[config.mk]
export PLATFORM = sky130hd
export DESIGN_NAME = burst_bus_rr_scheduler
export DESIGN_NICKNAME = d
export VERILOG_FILES = /design/src/rtl/burst_bus_rr_scheduler.sv
export SDC_FILE = /design/constraint.sdc
export NUM_CORES = 1
export LEC_CHECK = 0
export ABC_AREA = 0
export BUFFER_PORTS_ARGS = -buffer_cell sky130_fd_sc_hd__buf_2
export CORE_AREA = 2 2 144 146
export CTS_BUF_LIST = sky130_fd_sc_hd__clkbuf_4 sky130_fd_sc_hd__clkbuf_8
export DETAILED_ROUTE_END_ITERATION = 8
export DIE_AREA = 0 0 146 148
export GPL_TIMING_DRIVEN = 0
export PLACE_DENSITY = 0.54
export SLEW_MARGIN = 20
export SYNTH_ARGS = -nofsm -noshare
export SYNTH_HDL_FRONTEND = slang
export SYNTH_SLANG_ARGS = --single-unit
[constraint.sdc]
create_clock -name clk -period 5.5 [get_ports clk]
set_input_delay 0.825 -clock clk [delete_from_list [all_inputs] [get_ports clk]]
set_output_delay 0.825 -clock clk [all_outputs]
set_load 0.05 [all_outputs]
[src/rtl/burst_bus_rr_scheduler.sv]
// Round-robin command scheduler for the shared SDRAM burst bus.
// Read bursts are tracked in a small ID FIFO so returned beats can be steered to the issuing master.
module burst_bus_rr_scheduler #(
  parameter int N_MASTERS = 4,
  parameter int ADDR_W    = 21,
  parameter int DATA_W    = 32,
  parameter int MASK_W    = 4,
  parameter int BURST_LEN = 4,
  parameter int MAX_OUTST = 4
) (
  input  logic                            clk,
  input  logic                            reset,
  input  logic [N_MASTERS-1:0]            m_cmd_en,
  input  logic [N_MASTERS-1:0]            m_cmd,
  input  logic [N_MASTERS*ADDR_W-1:0]     m_addr,
  input  logic [N_MASTERS*DATA_W-1:0]     m_wr_data,
  input  logic [N_MASTERS*MASK_W-1:0]     m_data_mask,
  output logic [N_MASTERS-1:0]            m_ready,
  output logic [DATA_W-1:0]               m_rd_data,
  output logic [N_MASTERS-1:0]            m_rd_valid,
  output logic                            mem_cmd_en,
  output logic                            mem_cmd,
  output logic [ADDR_W-1:0]               mem_addr,
  output logic [DATA_W-1:0]               mem_wr_data,
  output logic [MASK_W-1:0]               mem_data_mask,
  input  logic                            mem_ready,
  input  logic [DATA_W-1:0]               mem_rd_data,
  input  logic                            mem_rd_valid,
  output logic [$clog2(MAX_OUTST):0]      outstanding,
  output logic                            err_orphan
);

  localparam int PTR_W  = $clog2(N_MASTERS);
  localparam int ID_AW  = $clog2(MAX_OUTST);
  localparam int CNT_W  = ID_AW + 1;
  localparam int BEAT_W = (BURST_LEN > 1) ? $clog2(BURST_LEN) : 1;

  localparam logic [PTR_W:0]    N_VAL     = N_MASTERS[PTR_W:0];
  localparam logic [PTR_W-1:0]  LAST_IDX  = PTR_W'(N_MASTERS - 1);
  localparam logic [BEAT_W-1:0] LAST_BEAT = BEAT_W'(BURST_LEN - 1);
  localparam logic [CNT_W-1:0]  FULL_CNT  = CNT_W'(MAX_OUTST);

  // Unpacked per-master views of the packed command buses
  logic [ADDR_W-1:0] addr_arr [N_MASTERS];
  logic [DATA_W-1:0] wdata_arr[N_MASTERS];
  logic [MASK_W-1:0] mask_arr [N_MASTERS];

  logic [PTR_W-1:0]  rr_ptr_reg, rr_ptr_next;
  logic [ID_AW-1:0]  wr_ptr_reg, wr_ptr_next;
  logic [ID_AW-1:0]  rd_ptr_reg, rd_ptr_next;
  logic [CNT_W-1:0]  count_reg, count_next;
  logic [BEAT_W-1:0] beat_cnt_reg, beat_cnt_next;
  logic              err_orphan_reg, err_orphan_next;
  logic [PTR_W-1:0]  id_mem[MAX_OUTST];

  logic [N_MASTERS-1:0] eligible;
  logic [N_MASTERS-1:0] req_rot;
  logic                 grant_found;
  logic [PTR_W-1:0]     grant_off;
  logic [PTR_W:0]       grant_sum;
  logic [PTR_W-1:0]     grant_idx;
  logic                 grant_valid;
  logic [PTR_W-1:0]     sel_idx;
  logic                 fifo_full;
  logic                 fifo_empty;
  logic                 push;
  logic                 pop;
  logic                 beat_hit;
  logic [PTR_W-1:0]     head_id;

  assign fifo_full  = (count_reg == FULL_CNT);
  assign fifo_empty = (count_reg == '0);

  // A full ID FIFO only blocks reads; writes never occupy a slot
  assign eligible = m_cmd_en & (m_cmd | {N_MASTERS{~fifo_full}});

  genvar gi;
  generate
    for (gi = 0; gi < N_MASTERS; gi++) begin : g_master
      assign addr_arr[gi]   = m_addr[gi*ADDR_W +: ADDR_W];
      assign wdata_arr[gi]  = m_wr_data[gi*DATA_W +: DATA_W];
      assign mask_arr[gi]   = m_data_mask[gi*MASK_W +: MASK_W];
      assign m_ready[gi]    = grant_valid && (grant_idx == PTR_W'(gi));
      assign m_rd_valid[gi] = beat_hit && (head_id == PTR_W'(gi));
    end
  endgenerate

  // Rotate requests so bit 0 is the master at rr_ptr, take the lowest set bit, rotate back
  always_comb begin
    req_rot     = N_MASTERS'({eligible, eligible} >> rr_ptr_reg);
    grant_found = 1'b0;
    grant_off   = '0;
    for (int i = N_MASTERS - 1; i >= 0; i--) begin
      if (req_rot[i]) begin
        grant_found = 1'b1;
        grant_off   = PTR_W'(i);
      end
    end
    grant_sum = {1'b0, rr_ptr_reg} + {1'b0, grant_off};
    if (grant_sum >= N_VAL) begin
      grant_sum = grant_sum - N_VAL;
    end
    grant_idx   = grant_sum[PTR_W-1:0];
    grant_valid = grant_found & mem_ready;
  end

  // With no grant the mux parks on rr_ptr so the bus fields stay deterministic
  assign sel_idx       = grant_valid ? grant_idx : rr_ptr_reg;
  assign mem_cmd_en    = grant_valid;
  assign mem_cmd       = m_cmd[sel_idx];
  assign mem_addr      = addr_arr[sel_idx];
  assign mem_wr_data   = wdata_arr[sel_idx];
  assign mem_data_mask = mask_arr[sel_idx];

  assign push     = grant_valid & ~m_cmd[grant_idx];
  assign head_id  = id_mem[rd_ptr_reg];
  assign beat_hit = mem_rd_valid & ~fifo_empty;
  assign pop      = beat_hit & (beat_cnt_reg == LAST_BEAT);

  always_comb begin
    rr_ptr_next = rr_ptr_reg;
    if (grant_valid) begin
      rr_ptr_next = (grant_idx == LAST_IDX) ? '0 : grant_idx + 1'b1;
    end
  end

  always_comb begin
    wr_ptr_next     = push ? wr_ptr_reg + 1'b1 : wr_ptr_reg;
    rd_ptr_next     = pop  ? rd_ptr_reg + 1'b1 : rd_ptr_reg;
    count_next      = count_reg;
    beat_cnt_next   = beat_cnt_reg;
    err_orphan_next = err_orphan_reg | (mem_rd_valid & fifo_empty);
    case ({push, pop})
      2'b10:   count_next = count_reg + 1'b1;
      2'b01:   count_next = count_reg - 1'b1;
      default: count_next = count_reg;
    endcase
    if (beat_hit) begin
      beat_cnt_next = pop ? '0 : beat_cnt_reg + 1'b1;
    end
  end

  always_ff @(posedge clk or posedge reset) begin
    if (reset) begin
      rr_ptr_reg     <= '0;
      wr_ptr_reg     <= '0;
      rd_ptr_reg     <= '0;
      count_reg      <= '0;
      beat_cnt_reg   <= '0;
      err_orphan_reg <= 1'b0;
    end else begin
      rr_ptr_reg     <= rr_ptr_next;
      wr_ptr_reg     <= wr_ptr_next;
      rd_ptr_reg     <= rd_ptr_next;
      count_reg      <= count_next;
      beat_cnt_reg   <= beat_cnt_next;
      err_orphan_reg <= err_orphan_next;
    end
  end

  // ID storage needs no reset: entries are only read while the count says they are valid
  always_ff @(posedge clk) begin
    if (push) begin
      id_mem[wr_ptr_reg] <= grant_idx;
    end
  end

  assign m_rd_data   = mem_rd_data;
  assign outstanding = count_reg;
  assign err_orphan  = err_orphan_reg;

endmodule

==> impl_results.md, run 1 <==
- Status: completed
- IO Port Bufs: 342
- Met3 WL: 3498 um
- Max FFs per register: 8
- 1st-iter DRT viols: 132
- CP Launch Type: primary input
- VDD IR-drop max: 0.3504 mV
- GRT Util Overall: 16.65%
- Area grow syn2layout: 68.32%
- Max_cap viols: 0
- Crit path largest cell delay: 670 ps
- GRT overflow: 0
- Pre-Repair DR Iteration Count: 4
- Vias in the first global route: 3631
- Share of cells above drive strength 1: 77.36%
- Non-Filler Instances: 861
- Wire length per cell: 22.17 um
- Worst-path cell chain: buf_2 -> or4b_4 -> and2_0 -> buf_2 -> a2111o_1 -> o2111ai_1 -> ha_2 -> mux2i_4 -> clkbuf_4 -> buf_6 -> mux4_1 -> buf_2
- Die H: 148 um
- Die width: 146 um
- Cts repair resizes: 0
- Clock slew at reported path FFs: 70 ps
- Initial antenna violation count: 11
- Synthesized instance count: 237
- CP Capture Type: output pin
- Crit-path slowest cell: mux4_1
- Final #Nets: 868
- Final worst-path cycle share: 95.21%
- Unique cell type count in the Yosys netlist: 48
- # DRC: 0
- Leakage: 2.636 nW
- Placed insts: 849
- CORE AREA: 0.02004 mm2
- Syn_nets: 521
- Cts bufs inserted: 3
- Num rows: 52
- Fin Hold WS: 455.7 ps
- First-pass GRT wire length: 25740 um
- Mapped Area: 0.003112 mm2
- Filler Cell Count: 2186
- Most flops, register: id_mem
- Longest Clk Path Bufs: 2
- Length of routed met2 wiring: 7760 um
- Vias/cell: 4.274
- Clock root cell: clkbuf_8
- I/O pin cnt: 375
- FF+latch count, synth: 20
- CTS sink count: 20
- Most frequent cells in the layout: 350 x buf_2, 48 x mux4_2, 32 x buf_4
- Worst path required time: 4680 ps
- Largest net degree at the start of global routing: 13
- GP Congestion: 0.8935
- Post-Route WL: 19090 um
- TNS Setup: 0 ps
- Routed via count: 3680
- Worst Tran Pin Value: 489.7 ps
- Hold-fix buffers, CTS: 0
- Setup violators final: 0
- Main flop type after synthesis: dfrtp_1
- Asr flop ratio synth: 60.00%
- Worst skew pair latency: 250 ps
- Critical path's most frequent cell: buf_2
- Critical path arrival: 4410 ps
- H-tree depth: 1
- Final hold vios: 0
- Setup Skew: 2.839 ps
- Worst rel slew slack: 67.32%
- WS Path Type: primary input to output pin
- Final Core Density: 26.14%
- RSZ-0062 raised after global routing: no
- WL met1: 7652 um
- Ys Warns: 0
- ANT nets after route: 0
- Initial core utilization: 15.53%
- Commonest non-fill, non-tap cell in the layout: buf_2
- Crit-path max FO: 11
- Max Freq: 191.0 MHz
- Register area share after synthesis: 17.37%
- Avg Inst Size Synth: 13.13 um2
- Fin crit period: 5237 ps
- DP Wirelength: 17280 um
- Pwr dens: 870.1 mW/mm2
- Full die area: 0.02161 mm2
- Slew Limit Fails: 0
- Hold Crit Class: flip-flop to flip-flop
- Max layer used: met5
- Post-CTS Setup Inserts: 0
- CTS tree: yes
- Number of synthesized flops with an enable pin: 8
- Pwr Total: 4.557 mW
[critical path: cells and delay by family]
| kind | cells | cell delay, ps |
|---|---|---|
| AND/OR/NAND/NOR | 2 | 670 |
| adder cells (fa/ha/maj) | 1 | 420 |
| multiplexers | 2 | 920 |
| buffers and inverters | 5 | 1090 |
| AO/OA/AOI/OAI | 2 | 470 |
[cells by family after synthesis]
logic type | after synthesis | share of synthesized area (%)
multiplexers | 69 | 48.05
buffers and inverters | 58 | 12.50
AO/OA/AOI/OAI | 24 | 6.112
AND/OR/NAND/NOR | 46 | 8.403
XOR/XNOR | 8 | 2.493
adder cells (fa/ha/maj) | 12 | 5.066
flip-flops | 20 | 17.37
[routing by layer]
layer  GRT usage (%)  vias to the layer above
met4           2.524                        8
met2           22.83                      217
met3           11.88                       12
li1                -                     1641
met5               0                        -
met1           21.55                     1802
[Yosys cell counts, types with 2 or more instances]
library cell	n	share of area, %
mux4_2	48	35
buf_4	32	7.7
dfrtp_1	12	9.7
mux4_1	12	10
ha_1	11	4.4
nand2_1	10	1.2
inv_1	9	1.1
buf_2	8	1.3
edfxtp_1	8	7.7
and2_1	7	1.4
a21oi_1	5	0.80
buf_6	5	1.8
nor2_1	5	0.60
nor3_1	5	0.80
and3_1	4	0.80
mux2_2	4	1.4
mux2i_1	4	1.3
nand3_1	4	0.64
xor2_1	4	1.1
clkbuf_1	3	0.36
xnor2_1	3	0.84
a21o_1	2	0.48
nand2b_1	2	0.40
nand3b_1	2	0.48
nor2b_1	2	0.40
o2111ai_1	2	0.56
o21a_1	2	0.48
o21ai_0	2	0.32
[final cells by class]
cell class | count | area (um2) | share of cell area, %
antenna | 8 | 20.02 | 0.3822
buffer | 49 | 355.3 | 6.785
clock buffer | 3 | 41.29 | 0.7883
clock inverter | 1 | 3.754 | 0.07167
inverter | 9 | 33.78 | 0.6450
multi-input combinational | 159 | 2193 | 41.88
sequential | 20 | 540.5 | 10.32
tap | 270 | 337.8 | 6.450
timing repair buffer | 342 | 1712 | 32.68
[power by group]
group          total [mW]  leakage (nW)  internal (mW)  switching [mW]
registers           0.303         0.213          0.240          0.0624
clock network      0.0929        0.0232         0.0495          0.0434
logic                4.16          2.40           1.29            2.87
[path summary, 6_finish.rpt]
check	from	to	slack, ps	cells past startpoint
min reg2reg	err_orphan	err_orphan	460	1
max	m_cmd[0]	mem_wr_data[1]	260	12
max reg2reg	outstanding[0]	outstanding[2]	1350	18
max in group asynchronous	reset	outstanding[1]	4590	2
min in group asynchronous	reset	err_orphan	590	2
min	err_orphan	err_orphan	460	1
[stage by stage]
step           setup WS, ps  cell area (um2)
2_1_floorplan         780.4             3112
3_3_place_gp          27.96             5161
3_5_place_dp          36.21             5161
4_1_cts               12.39             5206
5_1_grt               19.07             5230
6_report              263.3             5238
Power figures use the tool's default switching activity.
==> inputs of run 2 (changes only) <==
==> constraint.sdc (replaced) <==
create_clock -name clk -period 5.5 [get_ports clk]
set_input_delay 1.1 -clock clk [delete_from_list [all_inputs] [get_ports clk]]
set_output_delay 1.1 -clock clk [all_outputs]
set_load 0.05 [all_outputs]
==> run 2 against run 1 <==
Net effect: sequential power is essentially flat; sequential cell count is the same; first-iteration DRC count grew 18%; clock-buffer cell count is the same; design area grew 2.9%; non-clock buffer count grew 7; core utilization grew 0.75 points; via count grew 1.0%; global-route usage grew 0.14 points; combinational power grew 6.3%.
==> impl_results.md, run 2 (synthesized netlist as in run 1, its figures left out) <==
- Clock root cell: clkbuf_8
- Max FFs per register: 8
- Critical path arrival: 4260 ps
- Leakage: 2.673 nW
- 1st-iter DRT viols: 156
- Worst Tran Pin Value: 503.9 ps
- Sequential Power Share: 6.3%
- Longest Clk Path Bufs: 2
- Clock slew at reported path FFs: 70 ps
- Combinational Power Share: 91.8%
- Vias in the first global route: 3654
- Reg2reg end: outstanding[2]
- Hold Crit Class: flip-flop to flip-flop
- Max_cap viols: 0
- VDD IR-drop max: 0.3503 mV
- Clock share of power: 1.9%
- Filler Cell Count: 2185
- Int Power: 1.800 mW
- CTS tree: yes
- # DRC: 0
- Worst reg-to-reg setup slack: 1390 ps
- Worst-path cell chain: buf_2 -> or4b_4 -> and2_0 -> buf_2 -> a2111o_1 -> o2111ai_2 -> ha_4 -> mux2i_4 -> clkbuf_16 -> buf_8 -> mux4_1 -> buf_2
- Cts bufs inserted: 3
- Hold Path Stages: 1
- Critical path's most frequent cell: buf_2
- WS Path Type: primary input to output pin
- First-pass GRT wire length: 25920 um
- R2R cell count: 17
- Vias/cell: 4.282
- Most flops, register: id_mem
- Crit path from: m_cmd[0]
- Full die area: 0.02161 mm2
- Pre-Repair DR Iteration Count: 4
- DP Wirelength: 17280 um
- End point of the worst hold path: err_orphan
- Pwr Total: 4.819 mW
- Initial antenna violation count: 11
- H-tree depth: 1
- Hold_sp: err_orphan
- Crit path largest cell delay: 580 ps
- FF-to-FF Start: outstanding[0]
- GRT overflow: 0
- Largest net degree at the start of global routing: 13
- CTS sink count: 20
- Final Core Density: 26.89%
- Final hold vios: 0
- Sw frac: 62.66%
- Commonest non-fill, non-tap cell in the layout: buf_2
- Status: completed
- Worst skew pair latency: 250 ps
- TNS Setup: 0 ps
- Most frequent cells in the layout: 328 x buf_2, 57 x mux4_2, 53 x buf_4
- CP Capture Type: output pin
- Area grow syn2layout: 73.14%
- Crit-path max FO: 10
- Num rows: 52
- Slew Limit Fails: 0
- Final worst-path cycle share: 97.41%
- Final #Nets: 875
- Initial core utilization: 15.53%
- Worst path required time: 4400 ps
- ANT nets after route: 0
- GP Congestion: 0.8935
- I/O pin cnt: 375
- GRT Util Overall: 16.79%
- Fin crit period: 5358 ps
- NetSw: 3.020 mW
- Setup Skew: 2.174 ps
- Post-Route WL: 19260 um
- Fin Hold WS: 455.7 ps
- Die H: 148 um
- CORE AREA: 0.02004 mm2
- Crit-path slowest cell: mux4_1
- Routed via count: 3717
- Die width: 146 um
- CP Launch Type: primary input
- Pwr dens: 894.5 mW/mm2
- IO Port Bufs: 342
- Setup violators final: 0
- Max Freq: 186.6 MHz
- Worst rel slew slack: 66.40%
- Share of cells above drive strength 1: 79.66%
- Wire length per cell: 22.19 um
-- run 2: cell count changes in the layout (fill, tap and decap cells not counted), sizes merged --
cell    change
buf         +3
clkbuf      +4
-- run 2: how the worst max path moves through the flow --
stage               slack, ps         endpoint
floorplan                 230     mem_addr[15]
global placement         -520   mem_wr_data[1]
detailed placement       -510   mem_wr_data[1]
CTS                         2   mem_wr_data[2]
global route              -10  mem_wr_data[16]
finish                    140     mem_addr[18]
-- run 2: routing by layer --
layer	vias to the layer above	GRT usage [%]	wire, um
met5	-	0	48
met4	8	2.524	192
met3	16	12.28	3383
met2	237	23.04	7813
met1	1810	21.53	7826
li1	1646	-	-
-- run 2: timing repair --
item / 4_1_cts / 5_1_grt
buffers inserted: 2 / 6
resized for setup: 12 / 49
hold buffers: 0 / 0
pin swaps: 0 / 3
setup endpoints to repair: 58 / 57
cloned: 0 / 0
-- run 2: area by class of cell --
class	count	area (um2)	share of cell area, %
multi-input combinational	159	2185	40.55
sequential	20	540.5	10.03
inverter	9	33.78	0.6270
clock inverter	1	3.754	0.06967
buffer	48	391.6	7.269
clock buffer	3	41.29	0.7664
timing repair buffer	350	1834	34.05
tap	270	337.8	6.270
antenna	8	20.02	0.3716
-- run 2: through the flow --
stage	std cells	cell area, um2	setup WS, ps
2_1_floorplan	237	3112	230.4
3_3_place_gp	849	5161	-522.0
3_5_place_dp	849	5161	-513.8
4_1_cts	855	5271	2.281
5_1_grt	865	5380	-10.35
6_report	868	5388	142.3
-- run 2: power groups by stage --
stage	combinational, mW	clock [mW]	sequential, mW
2_1_floorplan	3.07	0	0.339
3_3_place_gp	4.17	0	0.307
3_5_place_dp	4.15	0	0.308
4_1_cts	4.29	0.0982	0.308
5_1_grt	4.69	0.107	0.317
6_report	4.42	0.0926	0.304
-- run 2: worst max-delay path: cells and delay by family --
kind	cells	cell delay, ps
buf+inv	5	870
compound gates	2	490
mux	2	830
fa+ha+maj	1	270
simple gates	2	670
==> inputs of run 3 (changes only) <==
--- a/config.mk
+++ b/config.mk
@@ -5,14 +5,14 @@
 export SDC_FILE = /design/constraint.sdc
 export NUM_CORES = 1
 export LEC_CHECK = 0
-export ABC_AREA = 0
+export ABC_AREA = 1
 export BUFFER_PORTS_ARGS = -buffer_cell sky130_fd_sc_hd__buf_2
-export CORE_AREA = 2 2 144 146
+export CORE_AREA = 2 2 147 149
 export CTS_BUF_LIST = sky130_fd_sc_hd__clkbuf_4 sky130_fd_sc_hd__clkbuf_8
 export DETAILED_ROUTE_END_ITERATION = 8
-export DIE_AREA = 0 0 146 148
+export DIE_AREA = 0 0 149 151
 export GPL_TIMING_DRIVEN = 0
-export PLACE_DENSITY = 0.54
+export PLACE_DENSITY = 0.6
 export SLEW_MARGIN = 20
 export SYNTH_ARGS = -nofsm -noshare
 export SYNTH_HDL_FRONTEND = slang
==> constraint.sdc (replaced) <==
create_clock -name clk -period 5.7 [get_ports clk]
set_input_delay 0.855 -clock clk [delete_from_list [all_inputs] [get_ports clk]]
set_output_delay 0.855 -clock clk [all_outputs]
set_load 0.05 [all_outputs]
==> run 3 against run 2 <==
Net effect: global-route usage rose by 1.8 points; synthesized cell count rose to 3.6 times the previous value; area after synthesis rose by 45%; non-clock buffer count grew 38; clock-buffer cell count increased by 1; design area up 23%; highest routed layer unchanged; first-iteration DRC count is 77% higher; hold slack improved by 14 ps.
==> impl_results.md, run 3 <==
- Cts bufs inserted: 3
- Post-synth top cells: 317 x nand3_1, 214 x nand2_1, 143 x inv_1
- Largest net degree at the start of global routing: 14
- DP Wirelength: 18410 um
- Max Freq: 210.7 MHz
- Worst path required time: 4850 ps
- Initial antenna violation count: 2
- Main flop type after synthesis: dfrtp_1
- Post-synthesis adder-cell area fraction: 3.490%
- Non-Filler Instances: 1473
- Share of cells above drive strength 1: 37.04%
- Register area share after synthesis: 11.97%
- Placed insts: 1467
- # DRC: 0
- Final worst-path cycle share: 83.25%
- Vias/cell: 4.540
- Slew Limit Fails: 0
- Crit-path slowest cell: clkbuf_1
- CORE AREA: 0.02082 mm2
- Longest Clk Path Bufs: 2
- Clock slew at reported path FFs: 70 ps
- Setup ws final: 954.7 ps
- Worst Tran Pin Value: 766.0 ps
- Setup violators final: 0
- Synth Area in Compound Gates: 1.884%
- Status: completed
- GRT Util Overall: 18.61%
- Mux cell area share after synthesis: 0%
- Mapped Area: 0.004517 mm2
- Initial core utilization: 21.69%
- Routed via count: 6688
- Max_cap viols: 0
- FF+latch count, synth: 20
- Top cell type's share of synthesized area: 35.12%
- Final #Nets: 1481
- Wire length per cell: 15.32 um
- Worst rel slew slack: 48.93%
- Most flops, register: id_mem
- Most area-consuming cells after synthesis: nand3_1 35%, nand2_1 18%, inv_1 12%, dfrtp_1 6.6%, buf_4 5.8%
- Full die area: 0.02250 mm2
- Max FFs per register: 8
- Die width: 149 um
- CTS sink count: 20
- Syn_nets: 1134
- Unique cell type count in the Yosys netlist: 28
- Clock root cell: clkbuf_8
- Filler Cell Count: 2442
- CP Capture Type: output pin
- I/O pin cnt: 375
- Hold Crit Class: flip-flop to flip-flop
- CTS tree: yes
- Synthesized instance count: 850
- ANT nets after route: 0
- Vias in the first global route: 6385
- Number of synthesized flops with an enable pin: 8
- Cts repair resizes: 0
- RSZ-0062 raised after global routing: no
- Pre-Repair DR Iteration Count: 7
- GRT overflow: 0
- Post-CTS Setup Inserts: 0
- Pre-CTS WS: 918.8 ps
- CP Launch Type: primary input
- Crit path largest cell delay: 620 ps
- GP Congestion: 0.9206
- Simple-gate area share of the yosys netlist: 56.73%
- Die H: 151 um
- Critical path arrival: 3890 ps
- H-tree depth: 1
- Asr flop ratio synth: 60.00%
- Area grow syn2layout: 46.70%
- Cell taking the most area after synthesis: nand3_1
- Post-Route WL: 22570 um
- Commonest non-fill, non-tap cell in the layout: buf_2
- IO Port Bufs: 342
- Num rows: 53
- Setup Skew: 3.302 ps
- Ys Warns: 0
- TNS Setup: 0 ps
- Synthesized-area fraction occupied by xor and xnor cells: 0.9695%
- Combinational family with the most area after synthesis: simple AND/OR/NAND/NOR gates
- WS Path Type: primary input to output pin
- Most frequent cells in the layout: 382 x buf_2, 317 x nand3_1, 214 x nand2_1
- Hold-fix buffers, CTS: 0
- First-pass GRT wire length: 33050 um
- Fin crit period: 4745 ps
- Worst-path cell chain: buf_2 -> inv_1 -> nand3_1 -> nand3_1 -> nand3_1 -> nand2_1 -> nand3_1 -> a21oi_1 -> ha_1 -> inv_1 -> nand3_2 -> clkbuf_1 -> nand3_1 -> nand2_1 -> nand2_1 -> nand2_1 -> buf_2
- Crit-path max FO: 13
- Worst skew pair latency: 260 ps
- Avg Inst Size Synth: 5.314 um2
- Final hold vios: 0
- Critical path's most frequent cell: nand3_1
- Top-count cell post-synth: nand3_1
- 1st-iter DRT viols: 276
==> run 3: cell count changes in the layout (fill, tap and decap cells not counted), moves of 9 or more <==
cell / previous run / this run
buf_4: 53 / 35
nand2_1: 10 / 214
nand3_1: 4 / 317
inv_1: 9 / 143
nor2_1: 5 / 14
mux4_2: 57 / 0
clkbuf_1: 3 / 12
buf_2: 328 / 382
==> run 3: cells by family after synthesis <==
family	after synthesis
AOI/OAI and AO/OA	14
xor gates and xnor gates	5
adders and majority gates	12
buffers and inverters	240
DFF	20
and+or+nand+nor	559
==> run 3: area by class of cell <==
| cell class | instances | area (um2) | area share (%) |
|---|---|---|---|
| buffer | 94 | 579.3 | 8.742 |
| antenna | 2 | 5.005 | 0.07553 |
| tap | 275 | 344.1 | 5.193 |
| multi-input combinational | 590 | 2849 | 42.99 |
| timing repair buffer | 342 | 1712 | 25.83 |
| sequential | 20 | 540.5 | 8.157 |
| clock buffer | 4 | 48.80 | 0.7364 |
| inverter | 146 | 548.0 | 8.270 |
==> run 3: layer usage <==
| metal | track usage, % | part of all wire, % |
|---|---|---|
| met1 | 23.00 | 41 |
| met2 | 33.04 | 49 |
| met3 | 3.434 | 7.5 |
| met4 | 5.238 | 2.3 |
| met5 | 0 | 0.058 |
==> run 3: per-stage QoR <==
stage	utilization [%]	hold WS, ps	cell area [um2]
finish	31.82	469.3	6626
global route	31.80	486.8	6621
CTS	31.80	472.8	6621
detailed placement	31.56	454.2	6573
global placement	31.56	457.5	6573
floorplan	-	452.8	4517
==> run 3: path summary, 6_finish.rpt <==
check                          startpoint         endpoint  slack [ps]  depth (start not counted)
setup / recovery                 m_cmd[2]  mem_wr_data[14]         950                         17
hold / removal                 err_orphan       err_orphan         470                          1
setup reg to reg           outstanding[0]   outstanding[2]        2120                         19
hold reg to reg                err_orphan       err_orphan         470                          1
max in group asynchronous           reset    rd_ptr_reg[0]        4760                          2
min in group asynchronous           reset    rd_ptr_reg[1]         610                          2
==> run 3: worst max-delay path: cells and delay by family <==
kind / cells / cell delay, ps
AOI/OAI and AO/OA: 1 / 80
adders and majority gates: 1 / 560
buffers and inverters: 5 / 1200
and+or+nand+nor: 10 / 1170
Power of run 3 is not shown: default switching activity piles up to over one toggle a cycle in this logic, so the estimate is an artifact.
